===== src/rtl/vz_file_loader.sv =====
// Parses a .vz ioctl stream (24-byte header) and writes the payload to RAM from the header start address.
// One write in flight: ioctl_wait follows mem_wr in DATA. BASIC (type F0) images also get the end-of-program pointer patched.
module vz_file_loader #(
    parameter logic [7:0]  VZ_INDEX      = 8'h01,
    parameter int          HDR_LEN       = 24,
    parameter logic [15:0] BASIC_END_PTR = 16'h78F9,
    parameter bit          CHECK_MAGIC   = 1'b1
) (
    input  logic        clk_50,
    input  logic        reset,
    input  logic        ioctl_download,
    input  logic [7:0]  ioctl_index,
    input  logic        ioctl_wr,
    input  logic [7:0]  ioctl_dout,
    output logic        ioctl_wait,
    output logic [15:0] mem_addr,
    output logic [7:0]  mem_data,
    output logic        mem_wr,
    input  logic        mem_ack,
    output logic        busy,
    output logic        load_done,
    output logic [7:0]  load_type,
    output logic [15:0] start_addr,
    output logic [15:0] end_addr,
    output logic [2:0]  err
);

    typedef enum logic [2:0] {IDLE, HDR, DATA, PTR_LO, PTR_HI, DONE, SKIP} state_t;

    localparam logic [4:0] HDR_LAST = 5'(HDR_LEN - 1);
    localparam logic [4:0] TYPE_POS = 5'(HDR_LEN - 3);
    localparam logic [4:0] LO_POS   = 5'(HDR_LEN - 2);

    state_t      r_state;
    state_t      w_next;
    logic        r_dl_q;
    logic [4:0]  r_hdr_cnt;
    logic        r_mem_wr;
    logic [15:0] r_mem_addr;
    logic [7:0]  r_mem_data;
    logic [7:0]  r_load_type;
    logic [15:0] r_start_addr;
    logic [15:0] r_end_addr;
    logic [2:0]  r_err;

    logic        w_dl_rise;
    logic        w_ack;
    logic [7:0]  w_magic_exp;
    logic        w_magic_bad;
    logic        w_start;
    logic        w_hdr_byte;
    logic        w_short;
    logic        w_take;
    logic        w_drop;

    assign w_dl_rise = ioctl_download & ~r_dl_q;
    assign w_ack     = r_mem_wr & mem_ack;

    always_comb begin
        w_magic_exp = 8'h00;
        case (r_hdr_cnt[1:0])
            2'd0:    w_magic_exp = 8'h56;
            2'd1:    w_magic_exp = 8'h5A;
            2'd2:    w_magic_exp = 8'h46;
            default: w_magic_exp = 8'h00;
        endcase
    end

    assign w_magic_bad = CHECK_MAGIC && (r_hdr_cnt < 5'd3) && (ioctl_dout != w_magic_exp);

    always_ff @(posedge clk_50 or posedge reset) begin
        if (reset) r_state <= IDLE;
        else       r_state <= w_next;
    end

    always_comb begin
        w_next     = r_state;
        w_start    = 1'b0;
        w_hdr_byte = 1'b0;
        w_short    = 1'b0;
        w_take     = 1'b0;
        w_drop     = 1'b0;
        case (r_state)
            IDLE: begin
                if (w_dl_rise && ioctl_index == VZ_INDEX) begin
                    w_next  = HDR;
                    w_start = 1'b1;
                end
            end
            HDR: begin
                if (!ioctl_download) begin
                    w_next  = IDLE;
                    w_short = 1'b1;
                end else if (ioctl_wr) begin
                    w_hdr_byte = 1'b1;
                    if (w_magic_bad)                w_next = SKIP;
                    else if (r_hdr_cnt == HDR_LAST) w_next = DATA;
                end
            end
            DATA: begin
                // A pending write always drains before the end of download is honoured.
                if (r_mem_wr) begin
                    w_drop = ioctl_wr;
                end else if (!ioctl_download) begin
                    w_next = (r_load_type == 8'hF0) ? PTR_LO : DONE;
                end else begin
                    w_take = ioctl_wr;
                end
            end
            PTR_LO:  if (mem_ack) w_next = PTR_HI;
            PTR_HI:  if (mem_ack) w_next = DONE;
            DONE:    w_next = IDLE;
            SKIP:    if (!ioctl_download) w_next = IDLE;
            default: w_next = IDLE;
        endcase
    end

    always_ff @(posedge clk_50 or posedge reset) begin
        if (reset) begin
            r_dl_q       <= 1'b0;
            r_hdr_cnt    <= 5'd0;
            r_mem_wr     <= 1'b0;
            r_mem_addr   <= 16'h0000;
            r_mem_data   <= 8'h00;
            r_load_type  <= 8'h00;
            r_start_addr <= 16'h0000;
            r_end_addr   <= 16'h0000;
            r_err        <= 3'b000;
        end else begin
            r_dl_q <= ioctl_download;
            if (w_start) begin
                r_err     <= 3'b000;
                r_hdr_cnt <= 5'd0;
            end
            if (w_hdr_byte) begin
                r_hdr_cnt <= r_hdr_cnt + 5'd1;
                if (w_magic_bad)           r_err[0] <= 1'b1;
                if (r_hdr_cnt == TYPE_POS) r_load_type <= ioctl_dout;
                if (r_hdr_cnt == LO_POS)   r_start_addr[7:0] <= ioctl_dout;
                if (r_hdr_cnt == HDR_LAST) begin
                    r_start_addr[15:8] <= ioctl_dout;
                    r_mem_addr         <= {ioctl_dout, r_start_addr[7:0]};
                    r_end_addr         <= {ioctl_dout, r_start_addr[7:0]};
                end
            end
            if (w_short) r_err[1] <= 1'b1;
            if (w_drop)  r_err[2] <= 1'b1;
            if (w_take) begin
                r_mem_data <= ioctl_dout;
                r_mem_wr   <= 1'b1;
            end
            if (r_state == DATA && w_ack) begin
                r_mem_wr   <= 1'b0;
                r_mem_addr <= r_mem_addr + 16'd1;
                r_end_addr <= r_mem_addr + 16'd1;
            end
            if (r_state == DATA && w_next == PTR_LO) begin
                r_mem_addr <= BASIC_END_PTR;
                r_mem_data <= r_end_addr[7:0];
                r_mem_wr   <= 1'b1;
            end
            if (r_state == PTR_LO && w_ack) begin
                r_mem_addr <= BASIC_END_PTR + 16'd1;
                r_mem_data <= r_end_addr[15:8];
            end
            if (r_state == PTR_HI && w_ack) r_mem_wr <= 1'b0;
        end
    end

    assign mem_wr     = r_mem_wr;
    assign ioctl_wait = r_mem_wr && (r_state == DATA);
    assign mem_addr   = r_mem_addr;
    assign mem_data   = r_mem_data;
    assign busy       = (r_state != IDLE);
    assign load_done  = (r_state == DONE);
    assign load_type  = r_load_type;
    assign start_addr = r_start_addr;
    assign end_addr   = r_end_addr;
    assign err        = r_err;

endmodule


===== config.mk =====
export PLATFORM = sky130hd
export DESIGN_NAME = vz_file_loader
export DESIGN_NICKNAME = d
export VERILOG_FILES = /design/src/rtl/vz_file_loader.sv
export SDC_FILE = /design/constraint.sdc
export NUM_CORES = 1
export LEC_CHECK = 0
export ABC_AREA = 1
export BUFFER_PORTS_ARGS = -buffer_cell sky130_fd_sc_hd__buf_2
export CORE_ASPECT_RATIO = 1.1
export CORE_UTILIZATION = 45
export CTS_CLUSTER_SIZE = 24
export DETAILED_ROUTE_END_ITERATION = 7
export HOLD_SLACK_MARGIN = 0.08
export PLACE_DENSITY = 0.69
export SLEW_MARGIN = 20
export SYNTH_ARGS = -nofsm -noshare
export SYNTH_HDL_FRONTEND = slang
export SYNTH_SLANG_ARGS = --single-unit

===== constraint.sdc =====
create_clock -name clk_50 -period 2.6 [get_ports clk_50]
set_input_delay 0.13 -clock clk_50 [delete_from_list [all_inputs] [get_ports clk_50]]
set_output_delay 0.13 -clock clk_50 [all_outputs]
set_load 0.05 [all_outputs]

==> impl_metrics.env <==
export IMPL_outcome="finished clean"
export IMPL_final_setup_tns_ps=0
export IMPL_cts_sinks=77
export IMPL_critPathSlowestCell="dfrtp_1"
export IMPL_synth_area_leader_cell="dfrtp_1"
export IMPL_drt_met1_wl_um=4970
export IMPL_final_util=0.569
export IMPL_cp_data_arrival_time_ps=2500
export IMPL_syn_area_per_cell_um2=8.04
export IMPL_synth_cells=489
export IMPL_grt_overflow=0
export IMPL_cp_top_family="simple AND/OR/NAND/NOR gates"
export IMPL_num_nets_final=617
export IMPL_num_fill_cells=800
export IMPL_final_area_mm2=0.00478
export IMPL_cts_tree="built"
export IMPL_place_gp_congestion=0.908
export IMPL_ys_flop_type="dfrtp_1"
export IMPL_rsz0062_at_grt="false"
export IMPL_layout_drive_gt1_share=0.242
export IMPL_r2r_start="r_hdr_cnt[0]$_DFFE_PP0P_"
export IMPL_ys_ff_latch=77
export IMPL_synthDominantCellAreaShare=0.490
export IMPL_cp_required_ps=2820
export IMPL_reg2reg_depth=14
export IMPL_max_stage_delay_ps=440
export IMPL_irDropWorstVdd_mv=0.512
export IMPL_dr_wl_met3_um=671
export IMPL_antenna_found_initial=0
export IMPL_min_delay_start="ioctl_dout[5]"
export IMPL_viasPerCell=5.29
export IMPL_rrSetupSlack_ps=320
export IMPL_r2r_end="mem_addr[13]$_DFFE_PP0P_"
export IMPL_grt_usage=0.258
export IMPL_crit_top_cell="nand2_1"
export IMPL_top_layer="met4"
export IMPL_remaining_drc_errors=0
export IMPL_post_route_min_period_ps=2280
export IMPL_period_share=0.876
export IMPL_grt_max_degree=48
export IMPL_wl_per_cell_um=15.6
export IMPL_timing_hold_ws_ps=100
export IMPL_min_to="start_addr[13]$_DFFE_PP0P_"
export IMPL_yosys_top_cells_area="dfrtp_1, nand2_1, nand3_1"
export IMPL_cts_htree_levels=3
export IMPL_syn_nets=516
export IMPL_ys_warn_count=0
export IMPL_yosys_top_cells_count="nand2_1, dfrtp_1, inv_1"
export IMPL_yosysMostFrequentCell="nand2_1"
export IMPL_startpoint_type="flop"
export IMPL_end_kind="flop"
export IMPL_ioPinCount=92
export IMPL_dieArea_mm2=0.00912
export IMPL_die_x_um=91.1
export IMPL_wl_met2_um=5160
export IMPL_initial_core_util=0.468
export IMPL_first_global_vias=3510
export IMPL_path_clk_slew_ps=80
export IMPL_cts_buffers=9
export IMPL_ant_nets=0
export IMPL_slew_violations=0
export IMPL_area_growth_pct=21.6
export IMPL_first_pass_iters=5
export IMPL_p_leak_uw=0.00262
export IMPL_critical_path_buf_inv_count=2
export IMPL_tightest_slew_ps=697
export IMPL_relSlewSlack=0.534
export IMPL_async_flop_share=1.00
export IMPL_skew_ps=12.7
export IMPL_hold_depth=3
export IMPL_core_area_mm2=0.00841
export IMPL_dpl_cell_area_mm2=0.00452
export IMPL_clock_tree_root_cell="clkbuf_8"
export IMPL_ys_types=40
export IMPL_min_path_type="primary input to flop"
export IMPL_via_count=3737
export IMPL_cp_max_fo=12
export IMPL_rows=35
export IMPL_cp_cell_sequence="inv_1, ha_1, o21ai_0, nand2_1, nand2_1, nor2_1, nand2_1, nand2_1, nand2_1, nand2_4, nand2_2, nand2_1, inv_2, o211ai_1"
export IMPL_clockBufferDepth=2
export IMPL_insertion_delay_ps=360
export IMPL_place_hpwl_um=8220
export IMPL_setup_viol=0
export IMPL_crit_type="flop to flop"
export IMPL_powerDensity_mw_per_mm2=1110
export IMPL_fmax_ghz=0.439
export IMPL_hold_violations=0
export IMPL_syn_cell_area_mm2=0.00393
export IMPL_grt_pass1_wl_um=18100
export IMPL_die_h_um=100
export IMPL_wl_um=11000
export IMPL_port_buffers=91
export IMPL_drt_initial_drc_count=255
export IMPL_ys_seq_area_frac=0.490
export IMPL_n_antenna_cell=0
export IMPL_cap_viol_max_count=0
export IMPL_synth_edf_count=0
## per-layer routing
layer	GRT usage	vias to the layer above
met2	0.411	138
met3	0.0371	20
li1	-	1792
met4	0.0965	0
met5	0	-
met1	0.361	1787
## flip-flops by register name (all words and copies together) (netlist names)
name        flops
load_type       8
mem_wr          1
r_dl_q          1
mem_addr       16
end_addr       16
r_state         3
start_addr     16
err             3
mem_data        8
r_hdr_cnt       5
## through the flow
step | total power, uW | setup WS (ps) | instances
4_1_cts | 5330 | 304 | 706
5_1_grt | 5600 | 50.6 | 706
3_3_place_gp | 4260 | 409 | 686
3_5_place_dp | 4300 | 310 | 686
2_1_floorplan | 3690 | 488 | 489
6_report | 5320 | 323 | 706
## worst register-to-register path, stage by stage, from the launching register on
cell and delay (ps):
dfrtp_1 440, inv_1 120, ha_1 230, o21ai_0 160, nand2_1 60, nand2_1 60
nor2_1 40, nand2_1 70, nand2_1 60, nand2_1 100, nand2_4 100, nand2_2 210
nand2_1 190, inv_2 180, o211ai_1 110
## kinds of logic (layout without fill, tap and decap cells)
logic type / count (synthesis) / count (layout) / share of synthesized area
and+or+nand+nor: 260 / 260 / 0.292
DFF: 77 / 77 / 0.490
AOI/OAI and AO/OA: 70 / 70 / 0.111
buffers and inverters: 68 / 174 / 0.0700
xor gates and xnor gates: 8 / 8 / 0.0178
adders and majority gates: 6 / 6 / 0.0191
## cell usage in the layout, fill, tap and decap left out, types with 6 or more instances in the layout
cell type and instances:
clkbuf_8 9, nor3_1 7, ha_1 6, o211ai_1 9, nand4_1 6, o21ai_0 35, inv_2 11, nand3_1 35
nor2_1 29, dfrtp_1 77, inv_1 44, buf_2 91, nor3_2 7, a21oi_1 7, nand2_1 158
## report_power, final
group	internal, uW	total, uW	switching (uW)
Clock	545	1030	481
Combinational	558	2360	1800
Sequential	1560	1940	379
Total	2660	5320	2660
## worst max path at each step
stage                                   startpoint                        to  slack (ps)  cells after the start
after floorplan            mem_addr[0]$_DFFE_PP0P_  mem_addr[12]$_DFFE_PP0P_         490                      9
after global routing      r_hdr_cnt[0]$_DFFE_PP0P_   mem_addr[0]$_DFFE_PP0P_          50                     15
after global placement    r_hdr_cnt[0]$_DFFE_PP0P_  mem_addr[13]$_DFFE_PP0P_         410                     14
after detailed placement  r_hdr_cnt[0]$_DFFE_PP0P_  mem_addr[13]$_DFFE_PP0P_         310                     14
after CTS                 r_hdr_cnt[0]$_DFFE_PP0P_   mem_addr[1]$_DFFE_PP0P_         300                     15
final                     r_hdr_cnt[0]$_DFFE_PP0P_  mem_addr[13]$_DFFE_PP0P_         320                     14
## final cells by class
class | instances | area (um2) | area share
inverters | 59 | 221 | 0.0463
clock inverters | 7 | 98.8 | 0.0207
multi-input cells | 344 | 1740 | 0.363
flip-flops and latches | 77 | 1930 | 0.403
well taps | 111 | 139 | 0.0290
clock buffers | 9 | 124 | 0.0259
repair buffers | 99 | 538 | 0.112
## timing repair
action,in CTS,in global routing
buffers inserted,0,0
endpoints found under the hold margin,34,0
hold buffers,4,0
endpoints found under the setup margin,0,7
resized for setup,0,2
Power figures use the tool's default switching activity.
